[src/rtl/pipeline_ctrl.sv]
// Pipeline buffer control: stall/flush enables, EX forwarding selects,
// exit-syscall RUN/HALT/RESUME sequencing and statistics counters.
module pipeline_ctrl #(
    parameter int          CNT_W     = 32,
    parameter logic [31:0] HALT_CODE = 32'd10
) (
    input  logic             clk,
    input  logic             rst,
    input  logic             go,
    input  logic [4:0]       id_R1_pos,
    input  logic [4:0]       id_R2_pos,
    input  logic             id_uses_R1,
    input  logic             id_uses_R2,
    input  logic [4:0]       ex_R1_pos,
    input  logic [4:0]       ex_R2_pos,
    input  logic [4:0]       ex_dst,
    input  logic             ex_mem_read,
    input  logic             ex_branch_taken,
    input  logic [4:0]       mem_dst,
    input  logic             mem_reg_write,
    input  logic [4:0]       wb_dst,
    input  logic             wb_reg_write,
    input  logic             wb_syscall,
    input  logic [31:0]      wb_v0,
    output logic             pc_en,
    output logic             ifid_en,
    output logic             ifid_clr,
    output logic             idex_en,
    output logic             idex_clr,
    output logic             exmem_en,
    output logic             exmem_clr,
    output logic             memwb_en,
    output logic             memwb_clr,
    output logic [1:0]       fwd_a,
    output logic [1:0]       fwd_b,
    output logic             halted,
    output logic [CNT_W-1:0] cycle_cnt,
    output logic [CNT_W-1:0] stall_cnt,
    output logic [CNT_W-1:0] flush_cnt
);

    typedef enum logic [1:0] {
        RUN    = 2'd0,
        HALT   = 2'd1,
        RESUME = 2'd2
    } state_t;

    state_t state;
    logic   go_q;
    logic   lu;
    logic   br;
    logic   hlt;
    logic   go_rise;
    logic   in_halt;

    assign lu = ex_mem_read && (ex_dst != 5'd0) &&
                ((id_uses_R1 && (ex_dst == id_R1_pos)) ||
                 (id_uses_R2 && (ex_dst == id_R2_pos)));
    assign br      = ex_branch_taken;
    assign hlt     = wb_syscall && (wb_v0 == HALT_CODE);
    assign go_rise = go && !go_q;
    assign in_halt = (state == HALT);

    // State sequencing, go edge history and statistics counters.
    always_ff @(posedge clk or posedge rst) begin
        if (rst) begin
            state     <= RUN;
            go_q      <= 1'b0;
            cycle_cnt <= '0;
            stall_cnt <= '0;
            flush_cnt <= '0;
        end else begin
            go_q <= go;
            unique case (state)
                RUN:     if (hlt) state <= HALT;
                HALT:    if (go_rise) state <= RESUME;
                RESUME:  state <= RUN;
                default: state <= RUN;
            endcase
            if (!in_halt) begin
                cycle_cnt <= cycle_cnt + CNT_W'(1);
                stall_cnt <= stall_cnt + CNT_W'(lu && !br);
                flush_cnt <= flush_cnt + CNT_W'(br);
            end
        end
    end

    // Buffer enables/clears: freeze in HALT, otherwise flush beats stall.
    always_comb begin
        pc_en     = 1'b1;
        ifid_en   = 1'b1;
        ifid_clr  = 1'b0;
        idex_en   = 1'b1;
        idex_clr  = 1'b0;
        exmem_en  = 1'b1;
        exmem_clr = 1'b0;
        memwb_en  = 1'b1;
        memwb_clr = 1'b0;
        halted    = 1'b0;
        if (in_halt) begin
            pc_en    = 1'b0;
            ifid_en  = 1'b0;
            idex_en  = 1'b0;
            exmem_en = 1'b0;
            memwb_en = 1'b0;
            halted   = 1'b1;
        end else begin
            if (br) begin
                ifid_clr = 1'b1;
                idex_clr = 1'b1;
            end else if (lu) begin
                pc_en    = 1'b0;
                ifid_en  = 1'b0;
                idex_clr = 1'b1;
            end
            // Squash the halting syscall so it cannot fire again.
            if (state == RESUME) memwb_clr = 1'b1;
        end
    end

    // Forwarding selects; the younger MEM result wins over WB.
    always_comb begin
        fwd_a = 2'b00;
        fwd_b = 2'b00;
        if (mem_reg_write && mem_dst != 5'd0 && mem_dst == ex_R1_pos)
            fwd_a = 2'b01;
        else if (wb_reg_write && wb_dst != 5'd0 && wb_dst == ex_R1_pos)
            fwd_a = 2'b10;
        if (mem_reg_write && mem_dst != 5'd0 && mem_dst == ex_R2_pos)
            fwd_b = 2'b01;
        else if (wb_reg_write && wb_dst != 5'd0 && wb_dst == ex_R2_pos)
            fwd_b = 2'b10;
    end

endmodule

[config.mk]
export PLATFORM = sky130hd
export DESIGN_NAME = pipeline_ctrl
export DESIGN_NICKNAME = d
export VERILOG_FILES = /design/src/rtl/pipeline_ctrl.sv
export SDC_FILE = /design/constraint.sdc
export NUM_CORES = 1
export LEC_CHECK = 0
export BUFFER_PORTS_ARGS = -buffer_cell sky130_fd_sc_hd__buf_4
export CORE_ASPECT_RATIO = 0.75
export CORE_MARGIN = 2
export CORE_UTILIZATION = 45
export CTS_BUF_LIST = sky130_fd_sc_hd__clkbuf_4
export CTS_CLUSTER_DIAMETER = 200
export CTS_CLUSTER_SIZE = 8
export DETAILED_ROUTE_END_ITERATION = 12
export GPL_TIMING_DRIVEN = 0
export PLACE_DENSITY = 0.74
export SKIP_CTS_REPAIR_TIMING = 1
export SLEW_MARGIN = 20
export SYNTH_ARGS = -nofsm -noshare
export SYNTH_HDL_FRONTEND = slang
export SYNTH_SLANG_ARGS = --single-unit
[constraint.sdc]
create_clock -name clk -period 3.87 [get_ports clk]
set_clock_uncertainty 0.15 [all_clocks]
set_input_delay 0.1935 -clock clk [delete_from_list [all_inputs] [get_ports clk]]
set_output_delay 0.1935 -clock clk [all_outputs]
set_load 0.03 [all_outputs]
==> results of run 1 <==
[kinds of logic (layout without fill, tap and decap cells)]
kind of cell | after synthesis | in the layout | share of synthesized area, %
AOI/OAI and AO/OA | 7 | 7 | 0.920
xor gates and xnor gates | 121 | 121 | 21.6
adders and majority gates | 5 | 5 | 1.28
buffers and inverters | 22 | 230 | 2.43
DFF | 99 | 99 | 50.6
other | 1 | 1 | 0.0766
and+or+nand+nor | 204 | 204 | 23.1
[power by group]
part	total, mW	internal (mW)	leakage, nW	switching (mW)
Sequential	1.24	1.12	1.32	0.117
Combinational	0.642	0.273	1.88	0.369
Clock	0.607	0.261	0.0824	0.346
[state kept, by name, indices dropped and copies added, names as in the netlist]
| name | flops |
|---|---|
| cycle_cnt | 32 |
| flush_cnt | 32 |
| stall_cnt | 32 |
| state | 2 |
| go_q | 1 |
[layout make-up]
type	instances	area, um^2	share of cell area (%)
sequential	99	2480	36.9
timing repair buffer	193	1490	22.1
inverter	10	42.5	0.633
buffer	12	81.3	1.21
clock inverter	6	90.1	1.34
clock buffer	9	67.6	1.01
tap	136	170	2.53
multi-input combinational	338	2300	34.3
[worst max-delay path, stage by stage]
cell and delay [ps]:
dlygate4sd3_1 530, buf_4 130, nor4_1 150, dlygate4sd3_1 590
nand2_1 40, dlygate4sd3_1 560, o32ai_1 280, dlygate4sd3_1 580
[cells in the mapped netlist, types with 2 or more instances]
cell type	count	area, um^2
nor2b_1	2	12.5
nor3_2	2	20.0
o21ai_0	2	10.0
nand2_1	55	206
dfrtp_1	99	2480
inv_1	10	37.5
or4_1	5	37.5
nand4_1	26	163
and4_1	13	114
xnor2_1	88	771
nand3_1	32	160
and2_1	6	37.5
buf_2	2	10.0
buf_4	5	37.5
buf_6	2	22.5
nor4_1	11	68.8
or2_2	3	18.8
clkbuf_1	3	11.3
and3_1	12	75.1
nor4b_1	3	26.3
nor2_1	19	71.3
ha_1	5	62.6
nor3_1	6	30.0
nand2b_1	3	18.8
xor2_1	33	289
[layer usage]
layer / track usage, % / wire, um / vias to the layer above
li1: - / - / 1980
met1: 27.4 / 5240 / 1955
met2: 34.4 / 5820 / 127
met3: 4.93 / 692 / 16
met4: 6.09 / 171 / 0
met5: 0 / 0 / -
[final timing paths]
kind                            cells past startpoint  slack (ps)                       from                        end
worst max-delay path                                8        1040                  wb_v0[12]       state[0]$_DFFE_PP0P_
worst min-delay path                                3         160                        rst  cycle_cnt[31]$_DFFE_PP0N_
worst max register to register                      6        1550   flush_cnt[0]$_DFFE_PP0N_  flush_cnt[30]$_DFFE_PP0N_
worst min register to register                      1         340  stall_cnt[31]$_DFFE_PP0N_  stall_cnt[31]$_DFFE_PP0N_
max in group asynchronous                           4        2800                        rst   flush_cnt[0]$_DFFE_PP0N_
min in group clk                                    6         200                ex_mem_read   stall_cnt[0]$_DFFE_PP0N_
==> impl_metrics.yaml, run 1 <==
status:
  status: "finished, final reports clean"
clock_network:
  cts_buffer_depth: 2
  cts-root-buf: "clkbuf_4"
  cts_tree: "done"
  clkSlewWorstSetupHoldPaths_ps: 160
  worstSkewPairLatency_ps: 440
  cts.sinks: 99
  ctsHtreeMaxLevel: 3
  cts_buffers: 9
global_routing:
  grt_start_max_net_pins: 61
  grt_first_pass_wirelength_um: 19800
  grt_pass1_vias: 4139
  antenna_found_initial: 0
  grt.total_usage_pct: 20.7
  grt.overflow.total: 0
finish:
  layout_commonest_cell: "buf_4"
  drive_above_1_share_pct: 32.8
  utilization_pct: 64.3
  antenna_cells: 0
  area_growth_pct: 37.1
  finalNonFillerCells: 803
  final_cell_mix: "buf_4 (190), dfrtp_1 (99), xnor2_1 (88)"
  design_area_mm2: 0.00672
  fillers: 843
  num-nets-final: 745
detailed_routing:
  routed-via-count: 4078
  first_pass_iters: 5
  drt_iter0_markers: 224
  routed_wl_um: 11900
  ant_nets: 0
  vias_per_cell: 5.08
  wl_per_cell_um: 14.8
  drc_errors: 0
timing:
  finalHoldViolCount: 0
  grt_setup_unrepaired: "no"
  fmax_mhz: 353
  finalMaxSlewViolations: 0
  hold_slack_ps: 157
  finalSetupViolations: 0
  fin_setup_tns_ps: 0
  slew_headroom_pct: 47.5
  worst_slack_ps: 1040
  finalCriticalPeriod_ps: 2830
  tightest_slew_ps: 781
  period_share_pct: 73.2
min_path:
  worstHoldPathType: "input port to asynchronous set/reset pin"
die:
  die_area_mm2: 0.0117
  die_h_um: 94.3
  num_rows: 32
  io_pins: 187
  dieWidth_um: 124
  start_util_pct: 46.9
  core_mm2: 0.0105
setup_path:
  cp-end-kind: "flip-flop"
  worstPathArrival_ps: 3060
  cp_max_fo: 1
  worstSetupStartpointType: "input port"
  crit_required_ps: 4100
  crit_type: "input port to flip-flop"
yosys:
  synth_cell_types: 37
  synth.net_count: 541
  ys_ff_latch: 99
  async_flop_share_pct: 100
  ys.flop_type: "dfrtp_1"
  synth_edf_count: 0
  synth.cell_area_mm2: 0.00490
  yosysWarnings: 0
  syn_inst: 459
  avgSynthCellArea_um2: 10.7
  ys_seq_area_share_pct: 50.6
run:
  cap_violations: 0
power_and_ir_drop:
  p_per_area_mw_per_mm2: 371
  vdd_ir_drop_max_v: 0.000361
  p_leak_nw: 3.28
  power_mw: 2.49
placed_design:
  postPlaceCellArea_mm2: 0.00649
  dp.cells: 781
  place_congestion: 0.851
  dp_slack_ps: 949
  io_buffers: 185
  dp_hpwl_um: 9200
Power figures use the tool's default switching activity.
==> inputs of run 2 (changes only) <==
--- a/config.mk
+++ b/config.mk
@@ -14,7 +14,7 @@
 export CTS_CLUSTER_SIZE = 8
 export DETAILED_ROUTE_END_ITERATION = 12
 export GPL_TIMING_DRIVEN = 0
-export PLACE_DENSITY = 0.74
+export PLACE_DENSITY = 0.77
 export SKIP_CTS_REPAIR_TIMING = 1
 export SLEW_MARGIN = 20
 export SYNTH_ARGS = -nofsm -noshare
==> constraint.sdc (replaced) <==
create_clock -name clk -period 2.5 [get_ports clk]
set_clock_uncertainty 0.15 [all_clocks]
set_input_delay 0.125 -clock clk [delete_from_list [all_inputs] [get_ports clk]]
set_output_delay 0.125 -clock clk [all_outputs]
set_load 0.03 [all_outputs]
==> impl_metrics.yaml, run 2 (synthesis gave the netlist of run 1 again) <==
clock_network:
  cts.sinks: 99
  clkSlewWorstSetupHoldPaths_ps: 170
  ctsHtreeMaxLevel: 3
  cts_buffer_depth: 2
  cts_buffers: 9
  cts-root-buf: "clkbuf_4"
  cts_tree: "done"
  worstSkewPairLatency_ps: 450
die:
  num_rows: 32
  io_pins: 187
  core_mm2: 0.0105
  start_util_pct: 46.9
  dieWidth_um: 124
  die_area_mm2: 0.0117
  die_h_um: 94.3
min_path:
  worstHoldPathType: "input port to asynchronous set/reset pin"
setup_path:
  cpLargestDelayFamily: "buffers and inverters"
  crit_type: "flip-flop to flip-flop"
  critical_path_depth: 5
  cp_max_fo: 3
  worstSetupStartpointType: "flip-flop"
  r2r_cells: 5
  path_cells: "nor4b_1 > dlygate4sd3_1 > nand4_1 > dlygate4sd3_1 > o32ai_1"
  reg2reg_to: "state[0]$_DFFE_PP0P_"
  cp-end-kind: "flip-flop"
  cpPeakStageDelay_ps: 590
  crit_required_ps: 2700
  cp.buffers_inverters: 2
  worstPathArrival_ps: 2670
  crit_top_cell: "dlygate4sd3_1"
  r2r-start: "state[0]$_DFFE_PP0P_"
  cpMaxStageDelayCell: "dlygate4sd3_1"
  reg2reg_slack_ps: 30
timing:
  finalHoldViolCount: 0
  worst_slack_ps: 27.0
  finalMaxSlewViolations: 0
  slew_headroom_pct: 51.4
  hold_slack_ps: 66.1
  period_share_pct: 98.9
  finalSetupViolations: 0
  fmax_mhz: 404
  finalCriticalPeriod_ps: 2470
  tightest_slew_ps: 722
global_routing:
  grt_pass1_vias: 4137
  grt.overflow.total: 0
  grt_start_max_net_pins: 36
  grt_first_pass_wirelength_um: 19700
  grt.total_usage_pct: 20.6
  antenna_found_initial: 0
power_and_ir_drop:
  switchingPower_mw: 1.30
  seqPwrFrac_pct: 52.1
  swShare_pct: 35.3
  intPower_mw: 2.38
  p_per_area_mw_per_mm2: 543
  power_frac_clock_pct: 20.5
  vdd_ir_drop_max_v: 0.000315
  power_mw: 3.68
  pwr-share-comb_pct: 27.4
  p_leak_nw: 3.30
finish:
  drive_above_1_share_pct: 33.3
  utilization_pct: 64.8
  num-nets-final: 753
  final_cell_mix: "buf_4 (191), dfrtp_1 (99), xnor2_1 (88)"
  area_growth_pct: 38.3
  reg_top3: "cycle_cnt x32, flush_cnt x32, stall_cnt x32"
  layout_commonest_cell: "buf_4"
  antenna_cells: 0
placed_design:
  dp_hpwl_um: 9490
  io_buffers: 185
  dp_slack_ps: -301
  place_congestion: 0.852
detailed_routing:
  top_layer_used: "met4"
  drt_iter0_markers: 230
  wl_met2_um: 6100
  first_pass_iters: 4
  route.layer.met1.wl_um: 5170
  routed_wl_um: 12300
  drc_errors: 0
  ant_nets: 0
  wl_per_cell_um: 15.1
  routed-via-count: 4182
  met3_length_um: 864
  vias_per_cell: 5.15
run:
  cap_violations: 0
status:
  status: "finished, final reports clean"
==> run 2: layer usage <==
| layer | vias to the layer above | GRT usage (%) |
|---|---|---|
| li1 | 1994 | - |
| met1 | 2019 | 25.3 |
| met2 | 157 | 36.1 |
| met3 | 12 | 6.46 |
| met4 | 0 | 5.15 |
| met5 | - | 0 |
==> run 2: power by group through the flow <==
| stage | clock (mW) | sequential (mW) | combinational, mW |
|---|---|---|---|
| 6_report | 0.756 | 1.92 | 1.01 |
| 3_5_place_dp | 0 | 1.94 | 1.01 |
| 5_1_grt | 0.847 | 1.94 | 1.08 |
| 3_3_place_gp | 0 | 1.93 | 0.978 |
| 4_1_cts | 0.796 | 1.92 | 1.01 |
| 2_1_floorplan | 0 | 2.18 | 0.306 |
==> run 2: how the worst max path moves through the flow <==
stage,from,to
CTS,state[1]$_DFFE_PP0P_,pc_en
global placement,ex_dst[4],stall_cnt[30]$_DFFE_PP0N_
floorplan,ex_dst[1],stall_cnt[20]$_DFFE_PP0N_
finish,state[0]$_DFFE_PP0P_,state[0]$_DFFE_PP0P_
detailed placement,ex_dst[4],stall_cnt[30]$_DFFE_PP0N_
global route,state[0]$_DFFE_PP0P_,state[0]$_DFFE_PP0P_
==> run 2: through the flow <==
| step | std cells | TNS [ps] | cell area, um^2 |
|---|---|---|---|
| floorplan | 459 | 0 | 4900 |
| global placement | 780 | -1730 | 6460 |
| detailed placement | 783 | -2040 | 6520 |
| CTS | 799 | 0 | 6640 |
| global route | 812 | -65.3 | 6770 |
| finish | 812 | 0 | 6770 |
==> run 2: worst reg2reg max path, stage by stage (launching register included) <==
cell and delay (ps):
dfrtp_1 430, nor4b_1 290, dlygate4sd3_1 590, nand4_1 80, dlygate4sd3_1 580, o32ai_1 270
==> run 2: area by class of cell <==
type	instances	area, um^2
buffer	12	83.8
clock buffer	9	67.6
clock inverter	7	50.0
fill	841	3680
inverter	10	41.3
multi-input combinational	338	2310
sequential	99	2480
tap	136	170
timing repair buffer	201	1580
==> inputs of run 3 (changes only) <==
--- a/config.mk
+++ b/config.mk
@@ -8,13 +8,12 @@
 export BUFFER_PORTS_ARGS = -buffer_cell sky130_fd_sc_hd__buf_4
 export CORE_ASPECT_RATIO = 0.75
 export CORE_MARGIN = 2
-export CORE_UTILIZATION = 45
+export CORE_UTILIZATION = 25
 export CTS_BUF_LIST = sky130_fd_sc_hd__clkbuf_4
 export CTS_CLUSTER_DIAMETER = 200
 export CTS_CLUSTER_SIZE = 8
 export DETAILED_ROUTE_END_ITERATION = 12
 export GPL_TIMING_DRIVEN = 0
-export PLACE_DENSITY = 0.77
 export SKIP_CTS_REPAIR_TIMING = 1
 export SLEW_MARGIN = 20
 export SYNTH_ARGS = -nofsm -noshare
==> impl_metrics.yaml, run 3 (synthesis gave the netlist of run 1 again) <==
run:
  cap_violations: 0
setup_path:
  worstPathArrival_ps: 2010
  cp-endpoint: "pc_en"
  reg2reg_slack_ps: 240
  crit_required_ps: 2230
  crit_type: "flip-flop to output port"
  cp_max_fo: 12
  r2r_cells: 8
  r2r-start: "state[1]$_DFFE_PP0P_"
  worstSetupStartpointType: "flip-flop"
  critPathLaunch: "state[1]$_DFFE_PP0P_"
  cp-end-kind: "output port"
  reg2reg_to: "cycle_cnt[27]$_DFFE_PP0N_"
finish:
  finalNonFillerCells: 930
  reg_top3: "cycle_cnt x32, flush_cnt x32, stall_cnt x32"
  num-nets-final: 753
  utilization_pct: 36.1
  fillers: 1938
  layout_commonest_cell: "buf_4"
  final_cell_mix: "buf_4 (191), dfrtp_1 (99), xnor2_1 (88)"
  multi_input_comb_area_mm2: 0.00231
  drive_above_1_share_pct: 33.6
  area_growth_pct: 42.2
  regArea_mm2: 0.00248
detailed_routing:
  wl_per_cell_um: 13.5
  vias_per_cell: 4.33
  ant_nets: 0
  drc_errors: 0
  drt_iter0_markers: 236
  routed-via-count: 4023
  routed_wl_um: 12500
  first_pass_iters: 4
timing:
  worst_slack_ps: 213
  hold_slack_ps: 105
  fmax_mhz: 437
  finalMaxSlewViolations: 0
  finalCriticalPeriod_ps: 2290
  finalSetupViolations: 0
  tightest_slew_ps: 613
  slew_headroom_pct: 59.1
  period_share_pct: 91.5
  grt_setup_unrepaired: "no"
  finalHoldViolCount: 0
placed_design:
  dp.cells: 900
  dp_slack_ps: -388
  dp_hpwl_um: 9780
  io_buffers: 185
  place_congestion: 0.774
clock_network:
  cts.sinks: 99
  cts_buffer_depth: 2
  worstSkewPairLatency_ps: 470
  ctsHtreeMaxLevel: 3
  cts_buffers: 9
  cts-root-buf: "clkbuf_4"
  clkSlewWorstSetupHoldPaths_ps: 150
  cts_tree: "done"
die:
  start_util_pct: 25.4
  die_area_mm2: 0.0207
  die_h_um: 125
  num_rows: 44
  dieWidth_um: 166
  io_pins: 187
  core_mm2: 0.0193
power_and_ir_drop:
  intPower_mw: 2.49
  swShare_pct: 34.5
  pwr-share-comb_pct: 26.3
  seqPwrFrac_pct: 50.4
  p_leak_nw: 3.32
  p_per_area_mw_per_mm2: 546
  power_frac_clock_pct: 23.3
  power_mw: 3.80
  vdd_ir_drop_max_v: 0.000255
  switchingPower_mw: 1.31
global_routing:
  grt.total_usage_pct: 12.2
  grt_pass1_vias: 3871
  grt_first_pass_wirelength_um: 20400
  grt.overflow.total: 0
  grt_start_max_net_pins: 31
  antenna_found_initial: 1
min_path:
  worstHoldPathType: "input port to flip-flop"
status:
  status: "finished, final reports clean"
## run 3: final cells by class
class,instances,share of cell area (%)
clock buffer,10,1.08
antenna,1,0.0359
inverter,10,0.593
sequential,99,35.6
clock inverter,6,0.935
tap,253,4.55
timing repair buffer,201,22.8
multi-input combinational,338,33.2
buffer,12,1.24
## run 3: worst max-delay path: stages (launching register included)
cell and delay (ps):
dfrtp_1 440, nand2b_1 240, buf_4 210, clkbuf_4 220, o21a_1 140, buf_4 130, buf_4 160
## run 3: metrics by stage
| stage | TNS [ps] | instance area [um^2] |
|---|---|---|
| after floorplan | 0 | 4900 |
| after global placement | -2820 | 6610 |
| after detailed placement | -3010 | 6670 |
| after CTS | -1330 | 6810 |
| after global routing | 0 | 6960 |
| final | 0 | 6960 |
## run 3: power groups by stage
stage | registers, mW | clock network (mW) | logic (mW)
4_1_cts | 1.92 | 0.950 | 1.01
3_5_place_dp | 1.95 | 0 | 1.01
6_report | 1.91 | 0.887 | 0.999
5_1_grt | 1.95 | 1.01 | 1.08
2_1_floorplan | 2.18 | 0 | 0.306
3_3_place_gp | 1.95 | 0 | 0.990
## run 3: metal layers
| metal | global-route usage, % | vias up | wire, um |
|---|---|---|---|
| li1 | - | 1998 | - |
| met3 | 3.77 | 7 | 855 |
| met1 | 17.3 | 1872 | 6040 |
| met5 | 0 | - | 0 |
| met4 | 3.07 | 0 | 122 |
| met2 | 18.0 | 146 | 5490 |
## run 3: how the worst min path moves through the flow
stage / start / endpoint / slack [ps] / cells after the start
after CTS: rst / stall_cnt[18]$_DFFE_PP0N_ / -490 / 2
after global placement: go / go_q$_DFF_PP0_ / 90 / 1
after floorplan: go / go_q$_DFF_PP0_ / 6 / 0
after detailed placement: rst / stall_cnt[19]$_DFFE_PP0N_ / 90 / 2
after global routing: go / go_q$_DFF_PP0_ / 90 / 2
final: ex_mem_read / stall_cnt[0]$_DFFE_PP0N_ / 100 / 6
